===== src/rtl/regfile_rd2w1_pkg.sv =====
//==============================================================================
// Package    : cpu_pkg
// Description: Shared CPU widths and types for the register file slice.
//              DATA_W     - default register data width
//              REG_ADDR_W - default register address width
//              REG_DEPTH  - default number of registers
//              word_t, reg_addr_t - convenience types for the defaults
// Revision   : 1.0 - initial release
//==============================================================================
`default_nettype none

package cpu_pkg;

   localparam int DATA_W     = 8;
   localparam int REG_ADDR_W = 2;
   localparam int REG_DEPTH  = 4;

   typedef logic [DATA_W-1:0]     word_t;
   typedef logic [REG_ADDR_W-1:0] reg_addr_t;

endpackage : cpu_pkg

`default_nettype wire


===== src/rtl/regfile_rd2w1_if.sv =====
//==============================================================================
// Interface  : regfile_rd2w1_if
// Description: Write bus plus two read ports (A and B) of the register file.
//   we, waddr, wdata           - write request (master -> slave)
//   ra_en, ra_addr             - port A read request (master -> slave)
//   ra_data, ra_valid          - port A read response (slave -> master)
//   rb_en, rb_addr             - port B read request (master -> slave)
//   rb_data, rb_valid          - port B read response (slave -> master)
//   Modports: master (requester side), slave (register file side).
// Revision   : 1.0 - initial release
//==============================================================================
`default_nettype none

interface regfile_rd2w1_if
   import cpu_pkg::*;
#(
   parameter int N  = DATA_W,
   parameter int AW = REG_ADDR_W
);

   logic          we;
   logic [AW-1:0] waddr;
   logic [N-1:0]  wdata;

   logic          ra_en;
   logic [AW-1:0] ra_addr;
   logic [N-1:0]  ra_data;
   logic          ra_valid;

   logic          rb_en;
   logic [AW-1:0] rb_addr;
   logic [N-1:0]  rb_data;
   logic          rb_valid;

   modport master (
      output we, waddr, wdata,
      output ra_en, ra_addr,
      input  ra_data, ra_valid,
      output rb_en, rb_addr,
      input  rb_data, rb_valid
   );

   modport slave (
      input  we, waddr, wdata,
      input  ra_en, ra_addr,
      output ra_data, ra_valid,
      input  rb_en, rb_addr,
      output rb_data, rb_valid
   );

endinterface : regfile_rd2w1_if

`default_nettype wire


===== src/rtl/regfile_rd2w1_read_port.sv =====
//==============================================================================
// Module     : regfile_read_port
// Description: One registered read port of the register file. Checks the
//              address range, optionally forwards same-edge write data, and
//              registers data plus a one-cycle valid pulse.
//   clk      in  clock (posedge)
//   rst      in  asynchronous active-high reset
//   en_i     in  read request
//   addr_i   in  read address
//   mem_i    in  full storage array (pre-edge contents)
//   we_i, waddr_i, wdata_i  in  write bus (only with REGFILE_BYPASS_EN)
//   data_o   out registered read data (holds when no request)
//   valid_o  out one-cycle valid pulse
// Build macro: REGFILE_BYPASS_EN - enables write-through forwarding.
// Revision   : 1.0 - initial release
//==============================================================================
`default_nettype none

module regfile_read_port
   import cpu_pkg::*;
#(
   parameter int N     = DATA_W,
   parameter int DEPTH = REG_DEPTH,
   parameter int AW    = REG_ADDR_W
) (
   input  wire logic          clk,
   input  wire logic          rst,
`ifdef REGFILE_BYPASS_EN
   input  wire logic          we_i,
   input  wire logic [AW-1:0] waddr_i,
   input  wire logic [N-1:0]  wdata_i,
`endif
   input  wire logic          en_i,
   input  wire logic [AW-1:0] addr_i,
   input  wire logic [N-1:0]  mem_i [DEPTH],
   output logic [N-1:0]       data_o,
   output logic               valid_o
);

   // DEPTH widened by one bit so that DEPTH == 2**AW is still representable.
   localparam logic [AW:0] DEPTH_C = (AW+1)'(DEPTH);

   logic          in_range;
   logic [N-1:0]  data_d, data_q;
   logic          valid_d, valid_q;

   assign in_range = ({1'b0, addr_i} < DEPTH_C);

   always_comb begin
      data_d  = data_q;
      valid_d = en_i;
      if (en_i) begin
         if (in_range) begin
            data_d = mem_i[addr_i];
`ifdef REGFILE_BYPASS_EN
            // Same-edge write to the address being read: return the new value.
            if (we_i && (waddr_i == addr_i)) begin
               data_d = wdata_i;
            end
`endif
         end else begin
            data_d = '0;
         end
      end
   end

   always_ff @(posedge clk or posedge rst) begin
      if (rst) begin
         data_q  <= '0;
         valid_q <= 1'b0;
      end else begin
         data_q  <= data_d;
         valid_q <= valid_d;
      end
   end

   assign data_o  = data_q;
   assign valid_o = valid_q;

endmodule : regfile_read_port

`default_nettype wire


===== src/rtl/regfile_rd2w1.sv =====
//==============================================================================
// Module     : regfile_rd2w1
// Description: Register file with one write port and two independent
//              registered read ports (1-cycle latency, valid pulse).
//   clk   in  clock (posedge)
//   rst   in  asynchronous active-high reset, clears storage and outputs
//   bus   slave modport of regfile_rd2w1_if (write bus, read ports A and B)
// Parameters: N (data width), DEPTH (entries, >= 2, any value),
//             AW (address width, 2**AW >= DEPTH).
// Build macro: REGFILE_BYPASS_EN - read/write collisions forward wdata.
// Revision   : 1.0 - initial release
//==============================================================================
`default_nettype none

module regfile_rd2w1
   import cpu_pkg::*;
#(
   parameter int N     = DATA_W,
   parameter int DEPTH = REG_DEPTH,
   parameter int AW    = REG_ADDR_W
) (
   input  wire logic       clk,
   input  wire logic       rst,
   regfile_rd2w1_if.slave  bus
);

   logic [N-1:0] mem_q [DEPTH];

   logic [N-1:0] ra_data_w, rb_data_w;
   logic         ra_valid_w, rb_valid_w;

   // Per-entry write decode. Addresses >= DEPTH match no entry, so such
   // writes fall away without any explicit range check.
   for (genvar i = 0; i < DEPTH; i++) begin : g_entry
      always_ff @(posedge clk or posedge rst) begin
         if (rst) begin
            mem_q[i] <= '0;
         end else if (bus.we && (bus.waddr == AW'(i))) begin
            mem_q[i] <= bus.wdata;
         end
      end
   end

   regfile_read_port #(
      .N     (N),
      .DEPTH (DEPTH),
      .AW    (AW)
   ) u_port_a (
      .clk     (clk),
      .rst     (rst),
`ifdef REGFILE_BYPASS_EN
      .we_i    (bus.we),
      .waddr_i (bus.waddr),
      .wdata_i (bus.wdata),
`endif
      .en_i    (bus.ra_en),
      .addr_i  (bus.ra_addr),
      .mem_i   (mem_q),
      .data_o  (ra_data_w),
      .valid_o (ra_valid_w)
   );

   regfile_read_port #(
      .N     (N),
      .DEPTH (DEPTH),
      .AW    (AW)
   ) u_port_b (
      .clk     (clk),
      .rst     (rst),
`ifdef REGFILE_BYPASS_EN
      .we_i    (bus.we),
      .waddr_i (bus.waddr),
      .wdata_i (bus.wdata),
`endif
      .en_i    (bus.rb_en),
      .addr_i  (bus.rb_addr),
      .mem_i   (mem_q),
      .data_o  (rb_data_w),
      .valid_o (rb_valid_w)
   );

   assign bus.ra_data  = ra_data_w;
   assign bus.ra_valid = ra_valid_w;
   assign bus.rb_data  = rb_data_w;
   assign bus.rb_valid = rb_valid_w;

endmodule : regfile_rd2w1

`default_nettype wire


===== src/flat_wrapper.sv =====
// flat-port wrapper written by rule: the top's interface ports become plain ports
module regfile_rd2w1_flat import cpu_pkg::*;
#(
   parameter int N     = DATA_W,
   parameter int DEPTH = REG_DEPTH,
   parameter int AW    = REG_ADDR_W
)
  (clk, rst, bus_we, bus_waddr, bus_wdata, bus_ra_en, bus_ra_addr, bus_ra_data, bus_ra_valid, bus_rb_en, bus_rb_addr, bus_rb_data, bus_rb_valid);
  regfile_rd2w1_if #(.N(N), .AW(AW)) bus_i ();
  input  wire logic clk;
  input  wire logic rst;
  input wire logic [$bits(bus_i.we)-1:0] bus_we;
  input wire logic [$bits(bus_i.waddr)-1:0] bus_waddr;
  input wire logic [$bits(bus_i.wdata)-1:0] bus_wdata;
  input wire logic [$bits(bus_i.ra_en)-1:0] bus_ra_en;
  input wire logic [$bits(bus_i.ra_addr)-1:0] bus_ra_addr;
  output wire logic [$bits(bus_i.ra_data)-1:0] bus_ra_data;
  output wire logic [$bits(bus_i.ra_valid)-1:0] bus_ra_valid;
  input wire logic [$bits(bus_i.rb_en)-1:0] bus_rb_en;
  input wire logic [$bits(bus_i.rb_addr)-1:0] bus_rb_addr;
  output wire logic [$bits(bus_i.rb_data)-1:0] bus_rb_data;
  output wire logic [$bits(bus_i.rb_valid)-1:0] bus_rb_valid;
  assign bus_i.we = bus_we;
  assign bus_i.waddr = bus_waddr;
  assign bus_i.wdata = bus_wdata;
  assign bus_i.ra_en = bus_ra_en;
  assign bus_i.ra_addr = bus_ra_addr;
  assign bus_ra_data = bus_i.ra_data;
  assign bus_ra_valid = bus_i.ra_valid;
  assign bus_i.rb_en = bus_rb_en;
  assign bus_i.rb_addr = bus_rb_addr;
  assign bus_rb_data = bus_i.rb_data;
  assign bus_rb_valid = bus_i.rb_valid;
  regfile_rd2w1 #(.N(N), .DEPTH(DEPTH), .AW(AW)) u_core (.clk(clk), .rst(rst), .bus(bus_i));
endmodule

===== config.mk =====
export PLATFORM = sky130hd
export DESIGN_NAME = regfile_rd2w1_flat
export DESIGN_NICKNAME = d
export VERILOG_FILES = /design/src/rtl/regfile_rd2w1_pkg.sv /design/src/rtl/regfile_rd2w1_if.sv /design/src/rtl/regfile_rd2w1_read_port.sv /design/src/rtl/regfile_rd2w1.sv /design/src/flat_wrapper.sv
export SDC_FILE = /design/constraint.sdc
export NUM_CORES = 1
export LEC_CHECK = 0
export BUFFER_PORTS_ARGS = -buffer_cell sky130_fd_sc_hd__buf_4
export CAP_MARGIN = 30
export CORE_UTILIZATION = 35
export DETAILED_ROUTE_END_ITERATION = 8
export GPL_ROUTABILITY_DRIVEN = 0
export PLACE_DENSITY = 0.64
export SKIP_CTS_REPAIR_TIMING = 1
export SYNTH_ARGS = -nofsm -noshare
export SYNTH_HDL_FRONTEND = slang
export SYNTH_HIERARCHICAL = 1
export SYNTH_SLANG_ARGS = --single-unit

===== constraint.sdc =====
create_clock -name clk -period 1.62 [get_ports clk]
set_input_delay 0.243 -clock clk [delete_from_list [all_inputs] [get_ports clk]]
set_output_delay 0.243 -clock clk [all_outputs]
set_load 0.02 [all_outputs]

==> results.toml <==
[critical_path]
critical-path-max-stage-delay_ns = 0.42
arrival_ns = 0.88
worstSetupPathType = "reg2out"
crit_chain = "buf_4"
r2r_cells = 2
cp_data_required_time_ns = 1.38
cp_slowest_cell = "dfrtp_1"
path_max_fanout = 2
endpoint_kind = "output port"
crit_cells = 1
crit_family = "flip-flops"
crit_path_start_kind = "flip-flop"
crit_buf_inv = 1

[sta]
setup_slack_ns = 0.493
skew_ns = 0.00457
tightest_slew_ns = 0.477
tns_ns = 0
setup_viol = 0
slew_violations = 0
min_period_over_period_pct = 69.6
fmax_mhz = 887
hold_viol = 0
rsz0062_at_grt = "no"
period_needed_ns = 1.13
max_slew_margin_pct = 68.2

[synth]
synth_area_per_cell_um2 = 14.3
yosys.area.top_type = "dfrtp_1"
yosys.area_share.simple_pct = 7.37
synth_nets = 182
syn-cell-area_um2 = 2320
synth_seq_cells = 50
synth_top_area_share_pct = 53.8
synth_top_family_by_area = "multiplexers"
yosys.area_share.adder_pct = 0
synth_xor_xnor_area_share_pct = 0
yosysSeqAreaShare_pct = 53.8
synth_compound_area_share_pct = 6.03
synth_cells = 163
ys_warn_count = 6
yosys-mux-area-fraction_pct = 29.3
synthTopCellsByArea = "dfrtp_1 54%, mux2_2 16%, mux2i_1 14%"
yosysUniqueCellTypes = 13

[clock_tree]
tritoncts = "yes"
clk_latency_ns = 0.30
cts.path.max_buffers = 2
cts.sinks = 50
cts_root_buf = "clkbuf_8"
cts_buffers = 5
htreeDepth = 2
path_clk_slew_ns = 0.08

[placed_design]
portBuffers = 36
dp_hpwl_mm = 3.46
dpl-instance-area_um2 = 2640
dp_worst_setup_slack_ns = 0.362

[detailed_routing]
viasPerCell = 5.34
wl_per_cell_um = 18.7
drc = 0
wl_mm = 5.21
drt_iter0_drc = 96
vias = 1490
postRouteAntennaNets = 0
drt-pass1-iter-count = 4

[power]
power_mw = 3.13
peakVddDrop_v = 0.000466
leakagePower_nw = 1.26
powerDensity_nw_per_um2 = 1150

[finish]
final_area_um2 = 2730
fillers = 628
final_common_cell = "dfrtp_1"
final_core_util_pct = 42.7
layout_common_cells = "50 x dfrtp_1, 38 x buf_4, 32 x mux2_2, 32 x mux2i_1, 18 x nand2b_1"
drive_above_1_share_pct = 39.6
area_delta_synth_final_pct = 17.4
fin_nets = 222
n_antenna_cell = 0

[floorplanning]
coreArea_um2 = 6390
start_util_pct = 36.4
pin_count = 37
die_y_um = 83.5
die_w_um = 83.5
dieArea_um2 = 6970
fp-row-count = 29

[global_route]
grt_overflow = 0
grt_max_degree = 33
gr-usage-all-layers_pct = 15.7
grt_pass1_vias = 1520
grt_pass1_wl_mm = 8.19
antenna_found_initial = 0

[run]
cap_viol_max_count = 0

[outcome]
status = "finished, final reports clean"

[min_path]
worstHoldPathType = "in2reg"
holdPathStages = 1
## through the flow
stage / instances / hold WS (ns)
2_1_floorplan: 163 / 0.0709
4_1_cts: 278 / -0.0623
6_report: 279 / 0.146
3_3_place_gp: 272 / 0.266
3_5_place_dp: 272 / 0.266
5_1_grt: 279 / 0.132
## registers in the layout, indices dropped and copies added (netlist names)
| register | flops |
|---|---|
| u_core/u_port_a/valid_o | 1 |
| u_core/u_port_b/valid_o | 1 |
| u_core/u_port_b/data_o | 8 |
| u_core/u_port_a/data_o | 8 |
| u_core/mem_q | 32 |
## final timing paths
path,start,to,slack [ns]
max in group asynchronous,rst,u_core/mem_q[11],0.72
min in group asynchronous,rst,u_core/u_port_b/data_o[2],0.49
min reg2reg,u_core/u_port_a/data_o[6],u_core/u_port_a/data_o[6],0.51
max reg2reg,u_core/mem_q[23],u_core/u_port_a/data_o[7],0.72
min,bus_rb_en,u_core/u_port_b/valid_o,0.15
max,u_core/u_port_a/data_o[3],bus_ra_data[3],0.49
## metal layers
layer,vias to the layer above,global-route usage [%],routed length [um]
li1,683,-,-
met1,755,21.1,2380
met2,48,25.4,2520
met3,4,3.96,271
met4,0,4.01,38
met5,-,0,0
## final cells by class
class / count / area (um^2) / share of cell area [%]
clock buffers: 6 / 82.6 / 3.03
inverters: 3 / 11.3 / 0.413
multi-input cells: 104 / 992 / 36.4
flip-flops and latches: 50 / 1250 / 45.9
well taps: 77 / 96.3 / 3.53
repair buffers: 39 / 295 / 10.8
## synth_stat cells
cell type	count
nand2b_1	18
nand2_1	2
nor3b_4	1
mux2_2	32
dfrtp_1	50
mux2i_1	32
buf_1	2
buf_6	2
nand3b_2	2
inv_1	3
buf_12	2
o221ai_1	16
nand3_2	1
## report_power, final
part / switching (mW) / leakage [nW] / internal, mW / total, mW
Combinational: 0.368 / 0.620 / 0.392 / 0.760
Sequential: 0.166 / 0.601 / 1.48 / 1.65
Clock: 0.387 / 0.0431 / 0.330 / 0.717
Total: 0.921 / 1.26 / 2.21 / 3.13
## cells by family after synthesis
family,after synthesis
DFF,50
muxes,64
buffers and inverters,9
AOI/OAI and AO/OA,16
and+or+nand+nor,24
No activity file was read; power rests on OpenSTA's default activity.
